## src/rtl/cover_pkg.sv

```systemverilog
`default_nettype none
// ============================================================================
// Module      : cover_pkg
// Description : Shared types and helpers for the toggle-coverage collectors.
//               Holds the global cover-index type, the design-wide default
//               cover-point total and a popcount helper.
// Revision    : 1.0 - initial release
// ============================================================================
package cover_pkg;

    // Global cover index as delivered to the harness (unsigned, 64-bit).
    typedef logic [63:0] cover_index_t;

    // Total cover points in the instrumented design; used for range checks.
    localparam int unsigned c_COVER_TOTAL_DEFAULT = 8744;

    // Widest hit vector a single collector instance may handle.
    localparam int unsigned c_MAX_WIDTH = 64;

    // Number of set bits in a (zero-extended) hit vector.
    function automatic logic [6:0] popcount(input logic [63:0] vec);
        logic [6:0] cnt;
        cnt = '0;
        for (int i = 0; i < 64; i++) begin
            cnt = cnt + {6'd0, vec[i]};
        end
        return cnt;
    endfunction

endpackage
`default_nettype wire

```

## src/rtl/cover_prio_enc.sv

```systemverilog
`default_nettype none
// ============================================================================
// Module      : cover_prio_enc
// Description : Lowest-set-bit priority encoder for cover-point request
//               vectors. Shared by collectors of any width.
// Ports       : req    - request vector (WIDTH bits)
//               found  - at least one bit of req is set
//               bitpos - position of the lowest set bit (0 when none)
// Revision    : 1.0 - initial release
// ============================================================================
module cover_prio_enc #(
    parameter int WIDTH = 7
) (
    input  logic [WIDTH-1:0]                           req,
    output logic                                       found,
    output logic [((WIDTH > 1) ? $clog2(WIDTH) : 1)-1:0] bitpos
);

    localparam int c_POS_W = (WIDTH > 1) ? $clog2(WIDTH) : 1;

    // Scanning from the top down lets the lowest set bit win by being the
    // last assignment.
    always_comb begin
        found  = 1'b0;
        bitpos = '0;
        for (int i = WIDTH - 1; i >= 0; i--) begin
            if (req[i]) begin
                found  = 1'b1;
                bitpos = c_POS_W'(i);
            end
        end
    end

endmodule
`default_nettype wire

```

## src/rtl/toggle_cover_collector.sv

```systemverilog
`default_nettype none
// ============================================================================
// Module      : toggle_cover_collector
// Description : Samples a per-point hit vector every cycle, keeps a sticky
//               covered bitmap and streams each point's first hit as a
//               global cover index over a valid/ready interface. Every point
//               is emitted at most once between resets/clears; simultaneous
//               first hits drain lowest bit first.
// Ports       : clock         - rising-edge clock
//               reset         - asynchronous, active-high reset
//               valid         - per-point hit strobe (WIDTH bits)
//               clear         - synchronous wipe of all coverage state
//               out_valid     - a cover index is presented
//               out_ready     - harness accepts the presented index
//               out_index     - global cover index (COVER_INDEX + bit)
//               covered_count - number of points covered so far
//               all_covered   - every point of this instance covered
// Revision    : 1.0 - initial release
// ============================================================================
module toggle_cover_collector
    import cover_pkg::*;
#(
    parameter int           WIDTH       = 7,
    parameter cover_index_t COVER_INDEX = 64'd0,
    parameter cover_index_t COVER_TOTAL = cover_index_t'(c_COVER_TOTAL_DEFAULT)
) (
    input  logic                         clock,
    input  logic                         reset,
    input  logic [WIDTH-1:0]             valid,
    input  logic                         clear,
    output logic                         out_valid,
    input  logic                         out_ready,
    output cover_index_t                 out_index,
    output logic [$clog2(WIDTH+1)-1:0]   covered_count,
    output logic                         all_covered
);

    localparam int c_CNT_W = $clog2(WIDTH + 1);
    localparam int c_POS_W = (WIDTH > 1) ? $clog2(WIDTH) : 1;

    // Elaboration-time parameter sanity checks.
    generate
        if (WIDTH < 1 || WIDTH > int'(c_MAX_WIDTH)) begin : g_bad_width
            $error("toggle_cover_collector: WIDTH must be within 1..64");
        end
        if (COVER_INDEX + cover_index_t'(WIDTH) > COVER_TOTAL) begin : g_bad_range
            $error("toggle_cover_collector: COVER_INDEX + WIDTH exceeds COVER_TOTAL");
        end
    endgenerate

    logic [WIDTH-1:0]   r_hit;
    logic [WIDTH-1:0]   r_pend;
    logic               r_out_valid;
    cover_index_t       r_out_index;
    logic [c_CNT_W-1:0] r_count;

    logic [WIDTH-1:0]   w_new;
    logic [WIDTH-1:0]   w_hit_next;
    logic [WIDTH-1:0]   w_pend_clr;
    logic [WIDTH-1:0]   w_pend_next;
    logic               w_load;
    logic               w_found;
    logic [c_POS_W-1:0] w_bitpos;
    cover_index_t       w_index;
    logic [63:0]        w_hit64;

    cover_prio_enc #(
        .WIDTH (WIDTH)
    ) u_prio_enc (
        .req    (r_pend),
        .found  (w_found),
        .bitpos (w_bitpos)
    );

    always_comb begin
        // A point already in r_hit can never be re-queued, which is what
        // keeps the stream deduplicated even for hits landing on the point
        // currently being presented.
        w_new      = valid & ~r_hit;
        w_hit_next = r_hit | valid;

        // Output stage refills when empty or when its index is taken now.
        w_load     = !r_out_valid || out_ready;

        w_pend_clr = '0;
        if (w_load && w_found) begin
            w_pend_clr = WIDTH'(1) << w_bitpos;
        end
        w_pend_next = (r_pend & ~w_pend_clr) | w_new;

        w_index = COVER_INDEX + cover_index_t'(w_bitpos);

        w_hit64            = '0;
        w_hit64[WIDTH-1:0] = w_hit_next;
    end

    always_ff @(posedge clock or posedge reset) begin
        if (reset) begin
            r_hit       <= '0;
            r_pend      <= '0;
            r_out_valid <= 1'b0;
            r_out_index <= '0;
            r_count     <= '0;
        end else if (clear) begin
            // Clear discards same-cycle hits and any unaccepted output.
            r_hit       <= '0;
            r_pend      <= '0;
            r_out_valid <= 1'b0;
            r_out_index <= '0;
            r_count     <= '0;
        end else begin
            r_hit   <= w_hit_next;
            r_pend  <= w_pend_next;
            r_count <= c_CNT_W'(popcount(w_hit64));
            if (w_load) begin
                r_out_valid <= w_found;
                if (w_found) begin
                    r_out_index <= w_index;
                end
            end
        end
    end

    assign out_valid     = r_out_valid;
    assign out_index     = r_out_index;
    assign covered_count = r_count;
    assign all_covered   = (r_count == c_CNT_W'(WIDTH));

endmodule
`default_nettype wire

```

## config.mk

```make
export PLATFORM = sky130hd
export DESIGN_NAME = toggle_cover_collector
export DESIGN_NICKNAME = d
export VERILOG_FILES = /design/src/rtl/cover_pkg.sv /design/src/rtl/cover_prio_enc.sv /design/src/rtl/toggle_cover_collector.sv
export SDC_FILE = /design/constraint.sdc
export NUM_CORES = 1
export LEC_CHECK = 0
export BUFFER_PORTS_ARGS = -buffer_cell sky130_fd_sc_hd__buf_2
export CAP_MARGIN = 30
export CORE_MARGIN = 5
export CORE_UTILIZATION = 48
export DETAILED_ROUTE_END_ITERATION = 12
export GPL_TIMING_DRIVEN = 0
export PLACE_DENSITY = 0.87
export SYNTH_ARGS = -nofsm -noshare
export SYNTH_HDL_FRONTEND = slang
export SYNTH_HIERARCHICAL = 1
export SYNTH_SLANG_ARGS = --single-unit
```

## constraint.sdc

```tcl
create_clock -name clock -period 4.2 [get_ports clock]
set_input_delay 0.63 -clock clock [delete_from_list [all_inputs] [get_ports clock]]
set_output_delay 0.63 -clock clock [all_outputs]
set_load 0.005 [all_outputs]
```

Word level (Yosys, flattened, before mapping)
Index checks and enable logic that the tools add are counted.
{"block": "totals", "latch_bits": 0, "word_cells": 48, "regBits": 82, "output_inout_bits": 69, "input_bits": 11, "n_memories": 0, "mem_bits_rw": 0, "mem_bits_ro": 0}
{"block": "classes", "div_mod_pow": 0, "n_mux": 23, "reduce_logical": 6, "mul": 0, "n_bitwise": 6, "addsub": 6, "shifts": 1, "eq_ne": 1, "n_lt_le_gt_ge": 0}
{"operator": "64-bit 2-to-1 mux", "n": 3}
{"operator": "3-bit 2-to-1 mux", "n": 8}
{"operator": "7-bit 2-to-1 mux", "n": 3}
{"operator": "7-bit bitwise AND", "n": 2}
{"operator": "7-bit NOT", "n": 2}
{"operator": "7-bit OR", "n": 2}
{"operator": "3-bit by 1-bit adder with 3-bit output", "n": 4}
{"operator": "1-bit 2-to-1 mux", "n": 9}
{"operator": "1-bit by 3-bit left shift with 7-bit output, first input constant", "n": 1}
{"operator": "2-bit nonzero test", "n": 2}
{"operator": "2-bit by 1-bit adder with 3-bit output", "n": 1}
{"operator": "3-bit == test, second input constant", "n": 1}
{"operator": "1-bit by 1-bit adder with 2-bit output", "n": 1}
{"operator": "2-bit AND reduction", "n": 1}
{"operator": "1-bit logical AND", "n": 1}
{"operator": "1-bit zero test", "n": 1}
{"operator": "1-bit logical OR", "n": 1}

Logic depth before layout (Yosys ltp)
{"block": "logic_depth", "ltp_word": 13, "ltp_mapped": 7}

Hierarchy
Netlist, hierarchy kept.
{"module": "toggle_cover_collector", "instances": 1, "seq_area_each_um2": 525.5, "area_each_um2": 1435.1, "cells_each": 149}
{"module": "cover_prio_enc", "instances": 1, "seq_area_each_um2": 0.0, "area_each_um2": 66.3, "cells_each": 11}

Least setup slack after synthesis
Ideal clock, no wire load.
{"block": "synth_path", "path_type": "input to register", "start": "input valid[3]", "end": "register r_count[1], in the netlist covered_count[1]", "setup_slack_ns": 1.179, "setup_time_ns": 0.121, "n_path_buf": 0, "stages": 7, "t_arrival_ns": 2.900, "t_required_ns": 4.079, "path_cell_list": "or2_2 > fa_1 > inv_1 > fa_1 > fa_1 > fa_1 > nor2_1"}
{"block": "synth_between", "elab_chain_len": 6}
{"item": "from (decl)", "line_no": "toggle_cover_collector.sv:29", "text": "input logic [WIDTH-1:0] valid,"}
{"item": "7-bit OR", "line_no": "toggle_cover_collector.sv:80", "text": "w_hit_next = r_hit | valid;"}
{"item": "3-bit by 1-bit adder with 3-bit output (4 in a row)", "line_no": "cover_pkg.sv:25", "text": "cnt = cnt + {6'd0, vec[i]};"}
{"item": "3-bit 2-to-1 mux", "line_no": "toggle_cover_collector.sv:104", "text": "end else if (clear) begin"}
{"item": "to (signal assigned)", "line_no": "toggle_cover_collector.sv:114", "text": "r_count <= c_CNT_W'(popcount(w_hit64));"}
{"item": "to (decl)", "line_no": "toggle_cover_collector.sv:55", "text": "logic [c_CNT_W-1:0] r_count;"}
Every way passes these cells.
A chain may end at the register's enable or synchronous reset.

Worst setup path after layout
Ends and elaborated chain as after synthesis.

==> impl_metrics.toml <==
[die]
die-area_um2 = 4350
coreArea_um2 = 3030
pin_count = 80
die_h_um = 65.9
initial_core_util_pct = 49.6
die_w_um = 65.9
row_count = 20

[timing]
setup_violations = 0
fmax_ghz = 0.352
finalCritPeriodShare_pct = 67.6
report.final.slew_viol_count = 0
fin_setup_tns_ns = 0
slew_headroom_pct = 48.8
fin_skew_ns = 0.0101
period_needed_ns = 2.84
tightestPinTransition_ns = 0.767
hold_viol = 0
whs_ns = 0.426
rsz0062_at_grt = "no"

[cells_and_area]
drive_gt1_share_pct = 38.0
final_util_pct = 62.8
seq_area_um2 = 526
nets = 258
syn_to_final_growth_pct = 26.7
antennaDiodeCount = 0
fin_cells = 286
multiInputGateArea_um2 = 707
fillers = 271

[grt]
grtUsageTotal_pct = 12.1
grt_max_degree = 22
grt_overflow = 0
grt_first_pass_wirelength_um = 4060
grt_pass1_vias = 940
antenna_found_initial = 0

[hold_path]
hold_class = "in -> async"

[worst_setup_path]
rr_startpoint = "r_hit[3]"
arrival_ns = 3.06
reg2reg_depth = 7
critical_path_required_ns = 4.42
worstSetupPathType = "in -> reg"
r2r-end = "covered_count[1]"
cp_max_fo = 2
ff2ff_setup_slack_ns = 1.40
startpoint_type = "input port"
cp-end-kind = "register"

[synth]
synthTopCellsByArea = "dfrtp_1 (35%), buf_4 (31%), nand2b_1 (6.3%), fa_1 (5.3%), nor2_1 (3.5%)"
yosysMostFrequentCell = "buf_4"
synth_flop_cell = "dfrtp_1"
yosys_warnings = 6
netlist_top_cells_count = "buf_4 (61), dfrtp_1 (21), nand2b_1 (15)"
synth-seq-cells = 21
yosysTopAreaCellShare_pct = 35.0
synth_cells = 160
ys_types = 24
synth_edf_count = 0
ys_seq_area_share_pct = 35.0
synth_area_um2 = 1500
syn_area_per_cell_um2 = 9.38
synth-async-reset-ratio_pct = 100
synth_area_leader_cell = "dfrtp_1"

[route]
viasPerCell = 3.64
drtPass1Iterations = 4
wire_per_inst_um = 8.56
via_count = 1041
wl_um = 2450
detail-route-antenna-nets = 0
route.detailed.drc = 0
drt_iter0_drc = 27

[clock_tree]
hold_buffers = 0
cts_root_buf = "clkbuf_4"
path_clk_slew_ns = 0.13
h-tree-depth = 1
cts_resized = 0
cts_buffers = 3
clkSinkCount = 21
clock_path_buffers = 2
cts_tree = "done"
post-cts-setup-buffers = 0
insertion_delay_ns = 0.32

[power]
power.density_nw_per_um2 = 260
power_uw = 494
p_leak_nw = 1.10
max-vdd-ir-drop_v = 0.000192

[placement]
hpwl_um = 2090
io_buffer_count = 18
gp_congestion = 0.763
dp_cells = 282

[flow_run]
cap_violations = 0

[outcome]
status = "complete, no violations"
placed cells by master (no fill, tap or decap), drive strengths merged, types with 4 or more instances in the layout:
master  netlist  routed
buf          64      82
conb          1      61
dfrtp        21      21
nand2b       15      15
nor2         14      14
a21oi         8       8
nor2b         7       7
o31ai         5       5
inv           4       4
fa            4       4
worst max path at each step:
stage	startpoint	endpoint	slack, ns	cells after the start
4_1_cts	valid[3]	covered_count[1]	1.35	8
3_3_place_gp	valid[3]	covered_count[1]	1.02	8
2_1_floorplan	valid[3]	covered_count[1]	1.18	7
3_5_place_dp	valid[3]	covered_count[1]	1.0	8
6_report	valid[3]	covered_count[1]	1.36	8
5_1_grt	valid[3]	covered_count[1]	1.32	8
kinds of logic after synthesis:
logic type                 after synthesis  share of synthesized area [%]
adders and majority gates                4                           5.33
muxes                                    2                           1.33
AOI/OAI and AO/OA                       18                           7.92
and+or+nand+nor                         46                           17.3
buffers and inverters                   68                           32.9
other                                    1                          0.250
DFF                                     21                           35.0
power by group:
group          total, mW  internal, mW  switching [mW]
clock network      0.104        0.0364          0.0673
registers          0.234         0.222          0.0118
logic              0.156        0.0817          0.0747
registers in the layout (all words and copies together) (netlist names):
name / flops
covered_count: 3
out_index: 3
out_valid: 1
r_hit: 7
r_pend: 7
layout make-up:
type | instances | area share, %
buffer | 64 | 25.2
clock buffer | 3 | 1.18
clock inverter | 1 | 0.395
inverter | 4 | 0.789
multi-input combinational | 131 | 37.2
sequential | 21 | 27.6
tap | 44 | 2.89
timing repair buffer | 18 | 4.74
through the flow:
step                      worst slack [ns]  instance area (um2)
after floorplan                       1.18                 1730
after global placement                1.02                 1870
after detailed placement             0.996                 1870
after CTS                             1.35                 1900
after global routing                  1.32                 1900
final                                 1.36                 1900
worst max-delay path, stage by stage:
cell    delay (ns)
buf_2         0.11
or2_2         0.31
fa_1          0.54
inv_1         0.06
fa_1          0.47
fa_1          0.41
fa_1          0.49
nor2_1        0.04
per-layer routing:
| metal | vias up | track usage, % | wire length [um] |
|---|---|---|---|
| met1 | 448 | 15.1 | 1030 |
| met2 | 38 | 19.6 | 1210 |
| met5 | - | 0 | 0 |
| met3 | 4 | 3.91 | 189 |
| li1 | 551 | - | - |
| met4 | 0 | 3.81 | 27 |
Power figures use the tool's default switching activity.
